===== src/rtl/sdram_arb_pkg.sv =====
// Shared types for the SDRAM port arbiter: FSM states and access owner.
package sdram_arb_pkg;

  typedef enum logic [1:0] {
    IDLE     = 2'd0,
    CPU_BUSY = 2'd1,
    DMA_BUSY = 2'd2,
    DONE     = 2'd3
  } arb_state_t;

  typedef enum logic {
    CPU = 1'b0,
    DMA = 1'b1
  } arb_owner_t;

endpackage


===== src/rtl/sdram_arbiter.sv =====
// Shares the SDRAM adapter port between the CPU and a DMA master.
// CPU has priority; a streak limit forces a DMA grant so DMA is never starved.
module sdram_arbiter
  import sdram_arb_pkg::*;
#(
  parameter int ADDR_WIDTH     = 25,
  parameter int DATA_WIDTH     = 8,
  parameter int CPU_STREAK_MAX = 4
) (
  input  logic                  i_clk,
  input  logic                  i_arst_n,
  input  logic                  i_cpu_cs,
  input  logic                  i_cpu_rwb,
  input  logic [ADDR_WIDTH-1:0] i_cpu_addr,
  input  logic [DATA_WIDTH-1:0] i_cpu_data,
  output logic [DATA_WIDTH-1:0] o_cpu_data,
  output logic                  o_cpu_wait,
  input  logic                  i_dma_req,
  input  logic                  i_dma_rwb,
  input  logic [ADDR_WIDTH-1:0] i_dma_addr,
  input  logic [DATA_WIDTH-1:0] i_dma_data,
  output logic                  o_dma_ack,
  output logic [DATA_WIDTH-1:0] o_dma_data,
  output logic                  o_mem_req,
  output logic                  o_mem_rwb,
  output logic [ADDR_WIDTH-1:0] o_mem_addr,
  output logic [DATA_WIDTH-1:0] o_mem_wdata,
  input  logic                  i_mem_ack,
  input  logic [DATA_WIDTH-1:0] i_mem_rdata
);

  localparam int SW = $clog2(CPU_STREAK_MAX + 1);
  localparam logic [SW-1:0] STREAK_MAX = SW'(CPU_STREAK_MAX);

  arb_state_t      state_r;
  arb_owner_t      owner_r;
  logic [SW-1:0]   streak_r;
  logic            grant_dma_s;

  // DMA wins when the CPU is silent or the CPU has used up its streak.
  always_comb begin
    grant_dma_s = 1'b0;
    if (i_dma_req && (!i_cpu_cs || (streak_r == STREAK_MAX))) begin
      grant_dma_s = 1'b1;
    end else begin
      grant_dma_s = 1'b0;
    end
  end

  // The stall must be combinational so the CPU halts on its very first SDRAM cycle.
  assign o_cpu_wait = i_cpu_cs && !((state_r == DONE) && (owner_r == CPU));

  // Arbitration FSM with registered adapter fields and completion outputs.
  always_ff @(posedge i_clk or negedge i_arst_n) begin
    if (!i_arst_n) begin
      state_r     <= IDLE;
      owner_r     <= CPU;
      streak_r    <= '0;
      o_mem_req   <= 1'b0;
      o_mem_rwb   <= 1'b0;
      o_mem_addr  <= '0;
      o_mem_wdata <= '0;
      o_cpu_data  <= '0;
      o_dma_ack   <= 1'b0;
      o_dma_data  <= '0;
    end else begin
      o_dma_ack <= 1'b0;
      case (state_r)
        IDLE: begin
          if (grant_dma_s) begin
            owner_r     <= DMA;
            o_mem_req   <= 1'b1;
            o_mem_rwb   <= i_dma_rwb;
            o_mem_addr  <= i_dma_addr;
            o_mem_wdata <= i_dma_data;
            streak_r    <= '0;
            state_r     <= DMA_BUSY;
          end else if (i_cpu_cs) begin
            owner_r     <= CPU;
            o_mem_req   <= 1'b1;
            o_mem_rwb   <= i_cpu_rwb;
            o_mem_addr  <= i_cpu_addr;
            o_mem_wdata <= i_cpu_data;
            state_r     <= CPU_BUSY;
            if (!i_dma_req) begin
              streak_r <= '0;
            end else if (streak_r != STREAK_MAX) begin
              streak_r <= streak_r + SW'(1);
            end else begin
              streak_r <= streak_r;
            end
          end else begin
            streak_r <= '0;
          end
        end
        CPU_BUSY: begin
          if (i_mem_ack) begin
            o_mem_req  <= 1'b0;
            o_cpu_data <= i_mem_rdata;
            state_r    <= DONE;
          end else begin
            state_r <= CPU_BUSY;
          end
        end
        DMA_BUSY: begin
          if (i_mem_ack) begin
            o_mem_req  <= 1'b0;
            o_dma_data <= i_mem_rdata;
            o_dma_ack  <= 1'b1;
            state_r    <= DONE;
          end else begin
            state_r <= DMA_BUSY;
          end
        end
        DONE: begin
          state_r <= IDLE;
        end
        default: begin
          o_mem_req <= 1'b0;
          state_r   <= IDLE;
        end
      endcase
    end
  end

endmodule


===== config.mk =====
export PLATFORM = sky130hd
export DESIGN_NAME = sdram_arbiter
export DESIGN_NICKNAME = d
export VERILOG_FILES = /design/src/rtl/sdram_arb_pkg.sv /design/src/rtl/sdram_arbiter.sv
export SDC_FILE = /design/constraint.sdc
export NUM_CORES = 1
export LEC_CHECK = 0
export CAP_MARGIN = 20
export CORE_UTILIZATION = 37
export DETAILED_ROUTE_END_ITERATION = 16
export PLACE_DENSITY = 0.88
export SYNTH_ARGS = -nofsm -noshare
export SYNTH_HDL_FRONTEND = slang
export SYNTH_SLANG_ARGS = --single-unit

===== constraint.sdc =====
create_clock -name i_clk -period 1.5 [get_ports i_clk]
set_input_delay 0.3 -clock i_clk [delete_from_list [all_inputs] [get_ports i_clk]]
set_output_delay 0.3 -clock i_clk [all_outputs]
set_load 0.02 [all_outputs]

After elaboration in Yosys (flattened, before gate mapping). Cells that the tools add are included.

Bits in registers: 58. Bits in latches: 0. Memory bits (writable): 0. ROM bits: 0. Input port bits: 81. Output and inout bits: 53. Word-level logic and storage cells: 59. Memories: 0.

$add $sub $neg: 1. $mul: 0. Divide/modulo/power cells: 0. Magnitude comparators: 0. Eq/ne operators: 8. Shift operators: 0. Mux-type cells: 24. Bitwise logic cells: 1. Reductions and logical operators: 15.

Operators with widths (number): 25-bit two-way mux (2); 8-bit two-way mux (2); 3-bit two-way mux (4); 1-bit two-way mux (11); 2-bit one-hot mux with 4 select lines (1); 2-bit AND reduction (4); 2-bit two-way mux (3); 3-bit != test, second input constant (2); 2-bit == test, second input constant (2); 4-bit by 2-bit != test with 1-bit output, second input constant (1); 2-bit nonzero test (2); 3-bit by 1-bit adder with 3-bit output, second input constant (1); 3-bit == test, second input constant (1); 1-bit logical AND (3); 3-bit AND reduction (1); 2-bit by 1-bit == test with 1-bit output, second input constant (1); 1-bit zero test (2); 2-bit zero test (1); 2-bit by 1-bit != test with 1-bit output, second input constant (1); 1-bit one-hot mux with 2 select lines (1); 2-bit OR reduction (1); 1-bit logical OR (1); 1-bit inverter (1).

Longest topological paths before layout.
Depth in word-level cells: 6. Mapped depth: 8.

Least setup slack after synthesis. No wires, ideal clock.

Path kind: register to register. Start point: register state_r[0]. End point: register o_mem_addr[0]. Library setup time: 0.087 ns. Arrival time: 1.389 ns. Data required time: 1.413 ns. Slack: 0.025 ns. Stages on the path, launching flop included: 9. Path buffers: 3. Cells stage by stage: dfrtp_1 > inv_1 > ha_1 > buf_2 > o21a_1 > buf_2 > buf_2 > nand2_1 > o211ai_1.

Word-level cells in the longest chain between the ends: 2.

Ends and longest elaborated chain: from (decl) (line sdram_arbiter.sv:35) `arb_state_t state_r;`; from (signal assigned) (line sdram_arbiter.sv:56) `state_r <= IDLE;`; from (signal assigned) (line sdram_arbiter.sv:77) `state_r <= DMA_BUSY;`; from (signal assigned) (line sdram_arbiter.sv:84) `state_r <= CPU_BUSY;`; 2-bit zero test (line sdram_arbiter.sv:68) `case (state_r)`; 2-bit AND reduction (no line); to (signal assigned) (line sdram_arbiter.sv:74) `o_mem_addr <= i_dma_addr;`; to (signal assigned) (line sdram_arbiter.sv:82) `o_mem_addr <= i_cpu_addr;`; to (decl) (line sdram_arbiter.sv:26) `output logic [ADDR_WIDTH-1:0] o_mem_addr,`.

Every way passes these cells. A chain may end at the register's enable or synchronous reset.

Final worst setup path.
Start point: register state_r[0]. End point: output port o_cpu_wait.

Word-level cells in the longest chain between the ends: 4.

Ends and longest elaborated chain: 2-bit == test (line sdram_arbiter.sv:51) `assign o_cpu_wait = i_cpu_cs && !((state_r == DONE) && (owner_r == CPU));`; 1-bit logical AND (line sdram_arbiter.sv:51); 1-bit zero test (line sdram_arbiter.sv:51); 1-bit logical AND (line sdram_arbiter.sv:51); to (decl) (line sdram_arbiter.sv:17) `output logic o_cpu_wait,`.

Every way passes these cells.

==> Flow_metrics.wiki <==
{| class="wikitable"
! Metric !! Value
|-
| Number of sinks driven by the clock tree || just under 60
|-
| Number of buffers on the longest clock path || 2
|-
| Area grow syn2layout || 69.4%
|-
| Multiplexer share of the synthesized area || 0.0652
|-
| Part of the power in registers || 0.298
|-
| Rows || 31
|-
| Total Die Area || just under 8000 sq um
|-
| Worst min-delay path category || flip-flop to flip-flop
|-
| Clock-pin slew of the registers on the worst-case setup and hold paths || approximately 0.07 ns
|-
| Clock network fraction of total power || 0.184
|-
| Number of DRC violations after detailed routing || 0
|-
| Distinct cells, synth || 26
|-
| Period Utilization, post-route || 1.00
|-
| Clock Tree Root || clkbuf_8
|-
| Simple-gate area share of the yosys netlist || 0.191
|-
| Internal power || roughly 0.0055 W
|-
| Adder-cell share of the synthesized area || 0.0317
|-
| Number of warnings printed during yosys synthesis || 0
|-
| Number of diodes || 0
|-
| Largest net degree at the start of global routing || 59
|-
| Maximum fanout encountered on the critical timing path || 3
|-
| Clock latency on the worst-skew pair || 0.33 ns
|-
| Post-Synthesis Mean Instance Area || about 10 sq um
|-
| Mapped Nets || 364
|-
| # IOs || between 100 and 150
|-
| Synth Area in Compound Gates || 0.139
|-
| Most common cell after layout, fill and taps aside || clkdlybuf4s50_1
|-
| Number of optimization iterations in the first detailed-route pass || 4
|-
| Sequential share of the synthesized area || 0.525
|-
| Max-slew violation total from the final report || 0
|-
| Final layout net count || a little over 500
|-
| Worst clock skew || roughly 0.0084 ns
|-
| Drt initial violations || 62
|-
| Die boundary width || just under 90 microns
|-
| Vias in the first global route || 2,711
|-
| Floorplan core area || roughly 7300 sq um
|-
| Result of the run || complete, but fails checks
|-
| Wire length of the first global-routing pass || roughly 13 mm
|-
| Count of endpoints failing setup in the final report || 1
|-
| Gate count of the mapped netlist || roughly 280
|-
| FF+latch count, synth || between 50 and 60
|-
| Worst relative slew slack || 0.749
|-
| Die height || approximately 88 microns
|-
| Critical Setup Path Class || flip-flop to primary output
|-
| Power Dens Cells || 1940 nW/um^2
|-
| Effective utilization at floorplan || 0.381
|-
| Half-perimeter wire length after placement || between 5 and 6 mm
|-
| Worst Path Required || around 1.2 ns
|-
| GRT overflow || 0
|-
| WL final || about 8.4 mm
|-
| Fillcell total || between 500 and 600
|-
| Unrepaired setup endpoints after global routing || yes
|-
| Synth area leader || dfrtp_1
|-
| Synthesized area || around 2800 sq um
|-
| Max-cap viol count || 0
|-
| Launching element type of the critical path || flip-flop
|-
| Sw frac || 0.393
|-
| Layout cell share with drive strength beyond 1 || 0.181
|-
| Maximum frequency from static timing analysis || around 0.66 GHz
|-
| Endpoint kind of the worst setup timing path || primary output
|-
| Combinational family with the most area after synthesis || simple AND/OR/NAND/NOR gates
|-
| Logic gate share of total power || 0.518
|-
| Leakage || a little over 2 nW
|-
| Setup slack after layout || -0.00557 ns
|-
| CTS tree || built
|-
| Most frequent cells in the layout || clkdlybuf4s50_1, nand2_1, dfrtp_1, dlygate4sd2_1, nand4_1
|-
| TritonCTS buffer count || 9
|-
| Final number of hold-violating endpoints || 0
|-
| Area share of the leading cell type in the synthesized netlist || 0.525
|-
| Peak supply drop || 0.000788 V
|-
| Arrival time at the worst endpoint || ~1.2 ns
|-
| Global-route usage over all layers || 0.215
|-
| Total vias in the final route || 2,759
|-
| Number of nets still failing antenna checks after routing || 0
|-
| Final sum of negative setup slack || -0.00557 ns
|-
| Last weighted congestion value of the routability-driven placer || 0.774
|-
| Worst-margin pin slew || about 0.38 ns
|-
| Initial antenna violation count || 0
|-
| Min Clock Period, post-route || ~1.5 ns
|-
| Xor-xnor portion of the synthesized cell area || 0
|-
| Worst slack after detailed placement || -0.419 ns
|-
| Via-to-Cell Ratio || between 5 and 6
|-
| Violations in the final reports || setup timing
|-
| Net switching power || 0.00357 W
|-
| Port-buffer cells || roughly 130
|-
| Routed length per instance || 15.8 microns
|-
| Leading post-synthesis cells by cell area || dfrtp_1, nand2_1, o211ai_1, nand4_1, mux2_2
|-
| H-tree depth || 3
|}
[final timing paths]
check                                    from  cells after the start  slack (ns)              to
max in group asynchronous            i_arst_n                      3        0.72   o_cpu_data[0]
worst max-delay path               state_r[0]                      3      -0.006      o_cpu_wait
worst min register to register  o_mem_addr[8]                      2        0.49   o_mem_addr[8]
min in group asynchronous            i_arst_n                      3        0.51   o_dma_data[3]
worst max register to register     state_r[1]                      7        0.04  o_mem_wdata[5]
worst min-delay path            o_mem_addr[8]                      2        0.49   o_mem_addr[8]
[per-layer routing]
layer / share of wire / vias up / track usage
met5: 0 / - / 0
met4: 0.017 / 0 / 0.0777
met3: 0.062 / 16 / 0.0485
met2: 0.51 / 113 / 0.378
met1: 0.41 / 1332 / 0.258
li1: - / 1298 / -
[cells by family (layout without fill, tap and decap cells)]
family	after synthesis	in the layout
simple gates	113	113
mux	16	16
flops	58	58
fa+ha+maj	7	7
buf+inv	31	186
compound gates	51	51
[Yosys cell counts]
library cell and instances:
nand2_1 72, dfrtp_1 58, nand4_1 36, o211ai_1 34
mux2_2 16, buf_2 14, inv_1 8, ha_1 7
clkbuf_1 6, buf_1 3, o21ai_0 3, o31ai_1 3
a22o_1 2, nor2_1 2, a21bo_1 1, a21boi_0 1
a21boi_2 1, a21o_1 1, a21oi_1 1, a32o_1 1
nor2_2 1, nor3b_2 1, nor4_1 1, o21a_1 1
o21ai_1 1, o21ai_2 1
[registers in the layout (all words and copies together) (netlist names)]
register     flops
o_cpu_data       8
o_dma_ack        1
o_dma_data       8
o_mem_addr      25
o_mem_req        1
o_mem_rwb        1
o_mem_wdata      8
owner_r          1
state_r          2
streak_r         3
[what timing repair did]
action / 4_1_cts / 5_1_grt
gates resized for setup: 68 / 23
hold buffers: 1 / 0
cloned: 1 / 0
pin swaps: 0 / 4
endpoints found under the setup margin: 93 / 51
endpoints found under the hold margin: 58 / 0
setup buffers: 3 / 1
[power groups by stage]
stage / Combinational, W / Sequential (W) / Clock (W)
after floorplan: 0.00165 / 0.00358 / 0
after global placement: 0.00475 / 0.00272 / 0
after detailed placement: 0.00486 / 0.00276 / 0
after CTS: 0.00457 / 0.00271 / 0.00171
after global routing: 0.00508 / 0.00280 / 0.00178
final: 0.00471 / 0.00271 / 0.00167
[per-stage QoR]
stage          hold WS, ns  total power [W]  instances  area (sq um)  utilization
2_1_floorplan      0.00441          0.00523        276          2760            -
3_3_place_gp         0.329          0.00747        508          4360        0.601
3_5_place_dp         0.332          0.00762        508          4360        0.601
4_1_cts              0.494          0.00899        529          4600        0.634
5_1_grt              0.510          0.00965        530          4680        0.645
6_report             0.489          0.00909        530          4680        0.645
[final cells by class]
| cell class | instances | area (sq um) | share of cell area |
|---|---|---|---|
| Clock buffer | 12 | 165 | 0.0353 |
| Multi-Input combinational cell | 187 | 1240 | 0.265 |
| Sequential cell | 58 | 1450 | 0.310 |
| Clock inverter | 4 | 72.6 | 0.0155 |
| Timing Repair Buffer | 162 | 1600 | 0.341 |
| Inverter | 8 | 32.5 | 0.00695 |
| Tap cell | 99 | 124 | 0.0265 |
[worst max-delay path, stage by stage (launching register included)]
cell	delay, ns
dfrtp_1	0.42
ha_2	0.20
a21boi_2	0.13
buf_6	0.13
(Power assumes the default switching activity.)
